$ cat config.mk
export PLATFORM = sky130hd
export DESIGN_NAME = ahb_gpio_irq_port_flat
export DESIGN_NICKNAME = d
export VERILOG_FILES = /design/src/rtl/ahb_gpio_irq_port_if.sv /design/src/rtl/ahb_gpio_irq_port.sv /design/src/flat_wrapper.sv
export SDC_FILE = /design/constraint.sdc
export NUM_CORES = 1
export LEC_CHECK = 0
export CAP_MARGIN = 10
export CORE_ASPECT_RATIO = 0.9
export CORE_MARGIN = 1
export CORE_UTILIZATION = 40
export CTS_CLUSTER_DIAMETER = 50
export DETAILED_ROUTE_END_ITERATION = 8
export PLACE_DENSITY = 0.76
export SYNTH_ARGS = -nofsm -noshare
export SYNTH_HDL_FRONTEND = slang
export SYNTH_HIERARCHICAL = 1
export SYNTH_SLANG_ARGS = --single-unit
$ cat constraint.sdc
create_clock -name HCLK -period 2.9 [get_ports HCLK]
set_clock_uncertainty 0.2 [all_clocks]
set_input_delay 0.29 -clock HCLK [delete_from_list [all_inputs] [get_ports HCLK]]
set_output_delay 0.29 -clock HCLK [all_outputs]
set_load 0.005 [all_outputs]
$ cat src/rtl/ahb_gpio_irq_port_if.sv
// AHB-Lite slave-side signal bundle for the GPIO/interrupt port.
interface ahb_gpio_irq_port_if;
  logic        HSEL;
  logic [31:0] HADDR;
  logic [1:0]  HTRANS;
  logic        HWRITE;
  logic [2:0]  HSIZE;
  logic        HREADY;
  logic [31:0] HWDATA;
  logic [31:0] HRDATA;
  logic        HREADYOUT;

  modport master (output HSEL, HADDR, HTRANS, HWRITE, HSIZE, HREADY, HWDATA,
                  input  HRDATA, HREADYOUT);
  modport slave  (input  HSEL, HADDR, HTRANS, HWRITE, HSIZE, HREADY, HWDATA,
                  output HRDATA, HREADYOUT);
endinterface

$ cat src/rtl/ahb_gpio_irq_port.sv
// AHB-Lite GPIO port: per-pin synchroniser, edge/level interrupt detect, W1S/W1C output control.
module ahb_gpio_irq_lane #(
  parameter int SYNC_STAGES = 2
) (
  input  logic HCLK,
  input  logic HRESETn,
  input  logic din,
  input  logic armed,
  input  logic oe,
  input  logic edge_mode,
  input  logic pol,
  input  logic both,
  input  logic icr,
  output logic data,
  output logic ris
);
  logic [SYNC_STAGES-1:0] sync_q;
  logic prev_q, edge_q, lvl_q, rise, fall, hit;

  assign data = sync_q[SYNC_STAGES-1];
  assign rise = data & ~prev_q;
  assign fall = ~data & prev_q;
  assign hit  = armed & ~oe & edge_mode & (both ? (rise | fall) : (pol ? rise : fall));
  assign ris  = edge_q | lvl_q;

  // Set beats clear; leaving edge mode drops any stale sticky bit.
  always_ff @(posedge HCLK or negedge HRESETn) begin
    if (!HRESETn) begin
      sync_q <= '0;
      prev_q <= 1'b0;
      edge_q <= 1'b0;
      lvl_q  <= 1'b0;
    end else begin
      sync_q <= {sync_q[SYNC_STAGES-2:0], din};
      prev_q <= data;
      edge_q <= hit | (edge_q & edge_mode & ~icr);
      lvl_q  <= armed & ~oe & ~edge_mode & (data == pol);
    end
  end
endmodule

module ahb_gpio_irq_port #(
  parameter int SZ          = 8,
  parameter int SYNC_STAGES = 2
) (
  input  logic                HCLK,
  input  logic                HRESETn,
  ahb_gpio_irq_port_if.slave  ahb,
  output logic                IRQ,
  input  logic [SZ-1:0]       GPIO_DIN,
  output logic [SZ-1:0]       GPIO_DOUT,
  output logic [SZ-1:0]       GPIO_PU,
  output logic [SZ-1:0]       GPIO_PD,
  output logic [SZ-1:0]       GPIO_OE
);
  logic [7:0]    addr_q;
  logic          wr_q;
  logic [SZ-1:0] out_q, pu_q, pd_q, oe_q, im_q, is_q, iev_q, ibe_q;
  logic [SZ-1:0] data, ris, mis, icr, wdata, val;
  logic [SYNC_STAGES:0] vld_pipe;
  logic          armed, irq_q, unmapped;
  logic [31:0]   rdata;
  logic          unused_bus;

  // Edge detection stays off until the synchroniser and prev flops hold real pad samples.
  assign armed = vld_pipe[SYNC_STAGES];
  assign wdata = ahb.HWDATA[SZ-1:0];
  assign icr   = (wr_q && addr_q == 8'h2C) ? wdata : '0;
  assign mis   = ris & im_q;
  assign unused_bus = ^{ahb.HSIZE, ahb.HADDR[31:8], ahb.HTRANS[0], ahb.HWDATA};

  ahb_gpio_irq_lane #(.SYNC_STAGES(SYNC_STAGES)) u_lane [SZ-1:0] (
    .HCLK(HCLK), .HRESETn(HRESETn), .din(GPIO_DIN), .armed(armed), .oe(oe_q),
    .edge_mode(is_q), .pol(iev_q), .both(ibe_q), .icr(icr), .data(data), .ris(ris)
  );

  always_ff @(posedge HCLK or negedge HRESETn) begin
    if (!HRESETn) begin
      addr_q   <= '0;
      wr_q     <= 1'b0;
      out_q    <= '0;
      pu_q     <= '0;
      pd_q     <= '0;
      oe_q     <= '0;
      im_q     <= '0;
      is_q     <= '0;
      iev_q    <= '0;
      ibe_q    <= '0;
      irq_q    <= 1'b0;
      vld_pipe <= '0;
    end else begin
      vld_pipe <= {vld_pipe[SYNC_STAGES-1:0], 1'b1};
      irq_q    <= |mis;
      if (ahb.HREADY) begin
        wr_q <= ahb.HSEL & ahb.HTRANS[1] & ahb.HWRITE;
        if (ahb.HSEL && ahb.HTRANS[1]) addr_q <= ahb.HADDR[7:0];
      end
      if (wr_q) begin
        case (addr_q)
          8'h04: out_q <= wdata;
          8'h08: pu_q  <= wdata;
          8'h0C: pd_q  <= wdata;
          8'h10: oe_q  <= wdata;
          8'h14: im_q  <= wdata;
          8'h18: is_q  <= wdata;
          8'h1C: iev_q <= wdata;
          8'h20: ibe_q <= wdata;
          8'h30: out_q <= out_q | wdata;
          8'h34: out_q <= out_q & ~wdata;
          default: ;
        endcase
      end
    end
  end

  always_comb begin
    val      = '0;
    unmapped = 1'b0;
    case (addr_q)
      8'h00: val = data;
      8'h04: val = out_q;
      8'h08: val = pu_q;
      8'h0C: val = pd_q;
      8'h10: val = oe_q;
      8'h14: val = im_q;
      8'h18: val = is_q;
      8'h1C: val = iev_q;
      8'h20: val = ibe_q;
      8'h24: val = ris;
      8'h28: val = mis;
      8'h2C, 8'h30, 8'h34: val = '0;
      default: unmapped = 1'b1;
    endcase
    rdata         = '0;
    rdata[SZ-1:0] = val;
    if (unmapped) rdata = 32'hDEAD_BEEF;
  end

  assign ahb.HRDATA    = rdata;
  assign ahb.HREADYOUT = 1'b1;
  assign IRQ           = irq_q;
  assign GPIO_DOUT     = out_q;
  assign GPIO_PU       = pu_q;
  assign GPIO_PD       = pd_q;
  assign GPIO_OE       = oe_q;
endmodule
$ cat src/flat_wrapper.sv
// flat-port wrapper written by rule: the top's interface ports become plain ports
module ahb_gpio_irq_port_flat 
#(
  parameter int SZ          = 8,
  parameter int SYNC_STAGES = 2
)
  (HCLK, HRESETn, IRQ, GPIO_DIN, GPIO_DOUT, GPIO_PU, GPIO_PD, GPIO_OE, ahb_HSEL, ahb_HADDR, ahb_HTRANS, ahb_HWRITE, ahb_HSIZE, ahb_HREADY, ahb_HWDATA, ahb_HRDATA, ahb_HREADYOUT);
  ahb_gpio_irq_port_if ahb_i ();
  input  logic HCLK;
  input  logic HRESETn;
  output logic IRQ;
  input  logic [SZ-1:0] GPIO_DIN;
  output logic [SZ-1:0] GPIO_DOUT;
  output logic [SZ-1:0] GPIO_PU;
  output logic [SZ-1:0] GPIO_PD;
  output logic [SZ-1:0] GPIO_OE;
  input wire logic [$bits(ahb_i.HSEL)-1:0] ahb_HSEL;
  input wire logic [$bits(ahb_i.HADDR)-1:0] ahb_HADDR;
  input wire logic [$bits(ahb_i.HTRANS)-1:0] ahb_HTRANS;
  input wire logic [$bits(ahb_i.HWRITE)-1:0] ahb_HWRITE;
  input wire logic [$bits(ahb_i.HSIZE)-1:0] ahb_HSIZE;
  input wire logic [$bits(ahb_i.HREADY)-1:0] ahb_HREADY;
  input wire logic [$bits(ahb_i.HWDATA)-1:0] ahb_HWDATA;
  output wire logic [$bits(ahb_i.HRDATA)-1:0] ahb_HRDATA;
  output wire logic [$bits(ahb_i.HREADYOUT)-1:0] ahb_HREADYOUT;
  assign ahb_i.HSEL = ahb_HSEL;
  assign ahb_i.HADDR = ahb_HADDR;
  assign ahb_i.HTRANS = ahb_HTRANS;
  assign ahb_i.HWRITE = ahb_HWRITE;
  assign ahb_i.HSIZE = ahb_HSIZE;
  assign ahb_i.HREADY = ahb_HREADY;
  assign ahb_i.HWDATA = ahb_HWDATA;
  assign ahb_HRDATA = ahb_i.HRDATA;
  assign ahb_HREADYOUT = ahb_i.HREADYOUT;
  ahb_gpio_irq_port #(.SZ(SZ), .SYNC_STAGES(SYNC_STAGES)) u_core (.HCLK(HCLK), .HRESETn(HRESETn), .ahb(ahb_i), .IRQ(IRQ), .GPIO_DIN(GPIO_DIN), .GPIO_DOUT(GPIO_DOUT), .GPIO_PU(GPIO_PU), .GPIO_PD(GPIO_PD), .GPIO_OE(GPIO_OE));
endmodule
# Yosys cells after proc, flatten, opt, wreduce, memory -nomap -nowiden
# Index checks and enable logic that the tools add are counted.
[totals]
reg_bits = 117
output_inout_bits = 66
[op_classes]
reduce_logical = 15
eq_ne = 21
mux = 20
n_bitwise = 142
[op_table]
columns = ["operator", "count"]
rows = [
  ["one-hot mux 8 bit (11 select lines)", 1],
  ["AND 1 bit", 74],
  ["== test 8 x 6 -> 1 bit, second input constant", 6],
  ["inverter 1 bit", 40],
  ["== test 8 x 5 -> 1 bit, second input constant", 4],
  ["two-way mux 32 bit", 1],
  ["OR 1 bit", 24],
  ["one-hot mux 8 bit (3 select lines)", 1],
  ["AND reduction 2 bit", 9],
  ["AND 8 bit", 2],
  ["== test 8 x 4 -> 1 bit, second input constant", 2],
  ["two-way mux 1 bit", 16],
  ["OR reduction 14 bit", 1],
  ["== test 1 bit", 8],
  ["== test 8 x 3 -> 1 bit, second input constant", 1],
  ["logical NOT 8 bit", 1],
  ["two-way mux 8 bit", 1],
  ["inverter 8 bit", 1],
  ["OR 8 bit", 1],
  ["OR reduction 8 bit", 1],
  ["nonzero test 3 bit", 1],
  ["logical AND 1 bit", 2],
]

# Longest topological paths before layout
[logic_depth]
depth_word = 6
depth_mapped = 7
ltp_nobuf = 5

# Cells and area by module
# Netlist, hierarchy kept.
[by_module_without_submodules]
columns = ["module", "area_each_um2", "cells_per_inst", "seq_area_each_um2", "instances"]
rows = [
  ["ahb_gpio_irq_port", 4237.8, 364, 1926.8, 1],
  ["ahb_gpio_irq_lane", 226.5, 18, 125.1, 8],
]

# Least setup slack after synthesis
# OpenSTA, ideal clock, no wires.
[synth_timing]
path_type = "register -> output"
startpoint = "register u_core.addr_q[0]"
endpoint = "output port ahb_HRDATA[0]"
path_stages_with_launch = 6
path_slack_ps = 769
arrival_ps = 1641
path_cell_list = "dfrtp_1 clkbuf_1 or4b_2 nor2_1 a22oi_1 o211ai_1"
[synth_via]
elab_chain_len = 3
elab_cells_between_ends = 17
[synth_rtl]
columns = ["item", "line", "rtl"]
rows = [
  ["from (decl)", "ahb_gpio_irq_port.sv:56", "logic [7:0] addr_q;"],
  ["from (signal assigned)", "ahb_gpio_irq_port.sv:96", "if (ahb.HSEL && ahb.HTRANS[1]) addr_q <= ahb.HADDR[7:0];"],
  ["== test 8 x 6 -> 1 bit, or another cell as far along", "ahb_gpio_irq_port.sv:119", "case (addr_q)"],
  ["one-hot mux 8 bit (11 select lines) or OR reduction 14 bit (tied branches)", "-", ""],
  ["two-way mux 32 bit *", "ahb_gpio_irq_port.sv:136", "if (unmapped) rdata = 32'hDEAD_BEEF;"],
  ["to (decl)", "flat_wrapper.sv:24", "output wire logic [$bits(ahb_i.HRDATA)-1:0] ahb_HRDATA;"],
]
# Mark *: on every way between the ends. The rest lies on a longest branch, timed or not.

# Final worst setup path
[layout_timing]
startpoint = "register u_core.addr_q[4]"
endpoint = "output port ahb_HRDATA[2]"
# The elaborated chain is that of the path after synthesis.

==> run_results.csv <==
group,metric,value,unit
final_layout,nFillCells,1255,
routing,dr_total_vias,4502,
power,p_leak,3.395,nW
routing,drt.antenna.violating_nets,0,
synth,synth_cell_types,57,
clock_network,tritoncts,"yes",
floorplanning,core-area,0.01471,mm²
global_route,grtUsageTotal,22.30,%
floorplanning,dieArea,0.01562,mm²
place,io_buffer_count,87,
timing,finalHoldViolCount,0,
worst_setup_path,path_class,"flop to output port",
synth,synth_cells,508,
timing,worst_pin_slew,0.5731,ns
worst_setup_path,crit_top_cell,"buf_4",
timing,holdWs,0.1080,ns
routing,drt_wl_total,16490,µm
final_layout,seq_area,0.002933,mm²
clock_network,clk_pin_slew,0.05,ns
worst_setup_path,max_stage_delay,0.39,ns
synth,synthArstFlopShare,100.0,%
synth,synth_top_flop_cell,"dfrtp_1",
global_route,grt_pass1_wl,26080,µm
floorplanning,row_count,42,
power,power_density,630.7,mW/mm²
timing,rsz0062_at_grt,"yes",
synth,postSynthAreaPerCell,11.91,µm²
routing,drc,0,
place,place_area,0.007163,mm²
final_layout,layout-drive-gt1-share,29.25,%
global_route,grt-ovfl-total,0,
timing,period_needed,2.911,ns
synth,synth_edf_count,0,
floorplanning,chipWidth,131.6,µm
timing,setup-violations-final,1,
synth,yosys.area.top_type_share,48.40,%
clock_network,clockBufferDepth,2,
final_layout,antenna_cells,0,
routing,vias_per_cell,5.444,
synth,synthSimpleGateAreaFrac,14.17,%
worst_setup_path,path_depth,8,
worst_hold_path,min_path_cells,1,
timing,worst_slack,-0.01088,ns
power,ir_drop,0.4543,mV
synth,ys_warn_count,6,
worst_setup_path,cp_data_required_time,2.41,ns
worst_hold_path,hold_path.class,"primary input to flop",
worst_setup_path,crit_start,"u_core/addr_q[4]$_DFFE_PN0P_",
timing,min_period_over_period,100.4,%
clock_network,cts.sinks,117,
synth,synth_mux_area_share,16.61,%
timing,relSlewSlack,61.68,%
synth,synth_top_area_cell,"dfrtp_1",
final_layout,multi_input_area,0.002796,mm²
global_route,antenna_found_initial,0,
final_layout,final_cell_area,0.007879,mm²
timing,drv_slew,0,
worst_setup_path,path_cells,"buf_4, buf_4, nor4b_4, buf_4, and2_1, a221oi_1, o211ai_1, dlygate4sd2_1",
worst_setup_path,reg2regPathDepth,7,
place,dpl.hpwl,11400,µm
routing,drt_pass1_iterations,5,
timing,setup_tns,-0.01088,ns
final_layout,synthToLayoutAreaGrowth,30.24,%
synth,synthAdderAreaFrac,3.309,%
clock_network,clockRootBuffer,"clkbuf_16",
floorplanning,die_y,118.7,µm
place,post-place-cells,780,
routing,drtIter0Drc,308,
synth,yosysSeqAreaShare,48.40,%
synth,synth_xor_area_share,1.158,%
worst_setup_path,path_delay_family,"buffers and inverters",
worst_setup_path,arrival,2.42,ns
global_route,grt_max_degree,51,
place,dpl_worst_slack,0.1193,ns
synth,synth_area_leaders,"dfrtp_1, mux2_2, ha_1, buf_4, mux2i_1",
place,gp_congestion,0.8806,
synth,synth_area,0.006050,mm²
synth,synth_compound_area_share,9.969,%
worst_setup_path,crit_slowest_cell,"dfrtp_2",
synth,ys_ff_latch,117,
worst_setup_path,r2r_start,"u_core/addr_q[4]$_DFFE_PN0P_",
worst_setup_path,r2r_slack,0.35,ns
routing,wire_per_inst,19.94,µm
floorplanning,num_io_pins,148,
floorplanning,start_util,41.11,%
worst_setup_path,rr_endpoint,"u_core/GPIO_DOUT[5]$_DFFE_PN0P_",
worst_setup_path,cp-start-kind,"flop",
synth,synth_top_family_by_area,"multiplexers",
run_status,violations,"setup timing",
worst_setup_path,path_max_fanout,5,
global_route,grt_pass1_vias,4626,
worst_setup_path,path_buf_inv,4,
final_layout,nNetsFinal,718,
timing,fmax,0.3435,GHz
worst_setup_path,cp-end-kind,"output port",
run_status,status,"finished with violations",
worst_setup_path,crit_end,"ahb_HRDATA[2]",
clock_network,cts_max_level,4,
final_layout,final_cell_count_no_fill,827,
clock_network,cts_made_buffers,17,
clock_network,insertion_delay,0.42,ns
run,drv_cap,0,
## worst reg2reg max path, stage by stage (launching register included)
cell	delay (ns)
dfrtp_2	0.39
clkdlybuf4s18_2	0.26
buf_4	0.17
or3b_4	0.38
a2111oi_4	0.55
buf_4	0.23
o21ai_1	0.06
a22o_1	0.19
## cells in the final DEF (no fill, tap or decap), types with 14 or more instances in the layout
| cell | Yosys | final |
|---|---|---|
| nand3_1 | 14 | 14 |
| clkbuf_16 | 0 | 17 |
| ha_1 | 16 | 16 |
| nor3_1 | 19 | 19 |
| mux2_2 | 73 | 73 |
| buf_4 | 25 | 47 |
| mux2i_1 | 16 | 16 |
| inv_1 | 19 | 18 |
| a22o_1 | 16 | 16 |
| dfrtp_1 | 117 | 113 |
| clkdlybuf4s50_1 | 0 | 78 |
## synthesized netlist by cell type (7+ instances only)
cell type    n
o31a_1       8
a22oi_1      8
and2_1      10
clkbuf_1     7
ha_1        16
nand3_1     14
or2_1        8
nand2b_1    10
buf_1        9
nand2_1     10
o21ai_1      8
nor2_1       7
mux2i_1     16
inv_1       19
nor3b_2      8
nor3_1      19
buf_4       25
buf_2       12
a22o_1      16
xor2_1       8
nor2b_1     10
mux2_2      73
dfrtp_1    117
## state kept, by name, indices dropped and copies added (netlist names)
name,flops
u_core/im_q,8
u_core/GPIO_PD,8
u_core/ibe_q,8
u_core/addr_q,8
u_core/iev_q,8
u_core/u_lane/lvl_q,8
u_core/u_lane/edge_q,8
u_core/u_lane/sync_q,16
u_core/u_lane/prev_q,8
u_core/GPIO_OE,8
u_core/IRQ,1
u_core/wr_q,1
u_core/GPIO_DOUT,8
u_core/is_q,8
u_core/vld_pipe,3
u_core/GPIO_PU,8
## timing repair
| action | CTS | global route |
|---|---|---|
| setup buffers | 17 | 1 |
| endpoints found under the setup margin | 25 | 8 |
| hold buffers | 1 | 0 |
| pin swaps | 7 | 4 |
| gates resized for setup | 22 | 2 |
| endpoints found under the hold margin | 39 | 0 |
## kinds of logic (layout without fill, tap and decap cells)
| family | after synthesis | in the layout |
|---|---|---|
| fa+ha+maj | 16 | 16 |
| simple gates | 126 | 126 |
| compound gates | 77 | 77 |
| buf+inv | 72 | 186 |
| flops | 117 | 117 |
| other cells | 2 | 9 |
| mux | 90 | 90 |
| xor+xnor | 8 | 8 |
## power breakdown
part	switching [mW]	leakage (nW)	internal (mW)
combinational	0.494	1.71	0.586
clock	0.683	0.276	1.26
sequential	0.156	1.41	1.79
## metrics by stage
stage | util (%) | power (mW)
6_report | 53.55 | 4.969
3_3_place_gp | 48.68 | 2.942
2_1_floorplan | - | 2.498
5_1_grt | 53.55 | 5.163
4_1_cts | 53.50 | 4.989
3_5_place_dp | 48.68 | 2.975
## area by class of cell
| cell class | count | share of cell area [%] |
|---|---|---|
| Clock buffer | 23 | 6.320 |
| Tap cell | 198 | 3.144 |
| Inverter | 19 | 0.9052 |
| Multi-Input combinational cell | 326 | 35.49 |
| Sequential cell | 117 | 37.22 |
| Clock inverter | 5 | 0.6352 |
| Timing Repair Buffer | 139 | 16.28 |
## how the worst min path moves through the flow
stage	slack (ns)	endpoint	startpoint
6_report	0.11	u_core/u_lane[3]/sync_q[0]$_DFF_PN0_	GPIO_DIN[3]
5_1_grt	0.11	u_core/u_lane[5]/sync_q[0]$_DFF_PN0_	GPIO_DIN[5]
4_1_cts	0.09	u_core/u_lane[3]/sync_q[0]$_DFF_PN0_	GPIO_DIN[3]
3_5_place_dp	0.12	u_core/ibe_q[4]$_DFFE_PN0P_	HRESETn
3_3_place_gp	0.12	u_core/ibe_q[4]$_DFFE_PN0P_	HRESETn
2_1_floorplan	-0.21	u_core/GPIO_DOUT[0]$_DFFE_PN0P_	HRESETn
## layer usage
layer | up-vias | GRT usage, % | wire length [µm]
met4 | 0 | 9.884 | 347
li1 | 2040 | - | -
met5 | - | 0 | 0
met3 | 32 | 4.590 | 1030
met1 | 2251 | 29.43 | 7315
met2 | 179 | 35.32 | 7800
(Power assumes the default switching activity.)
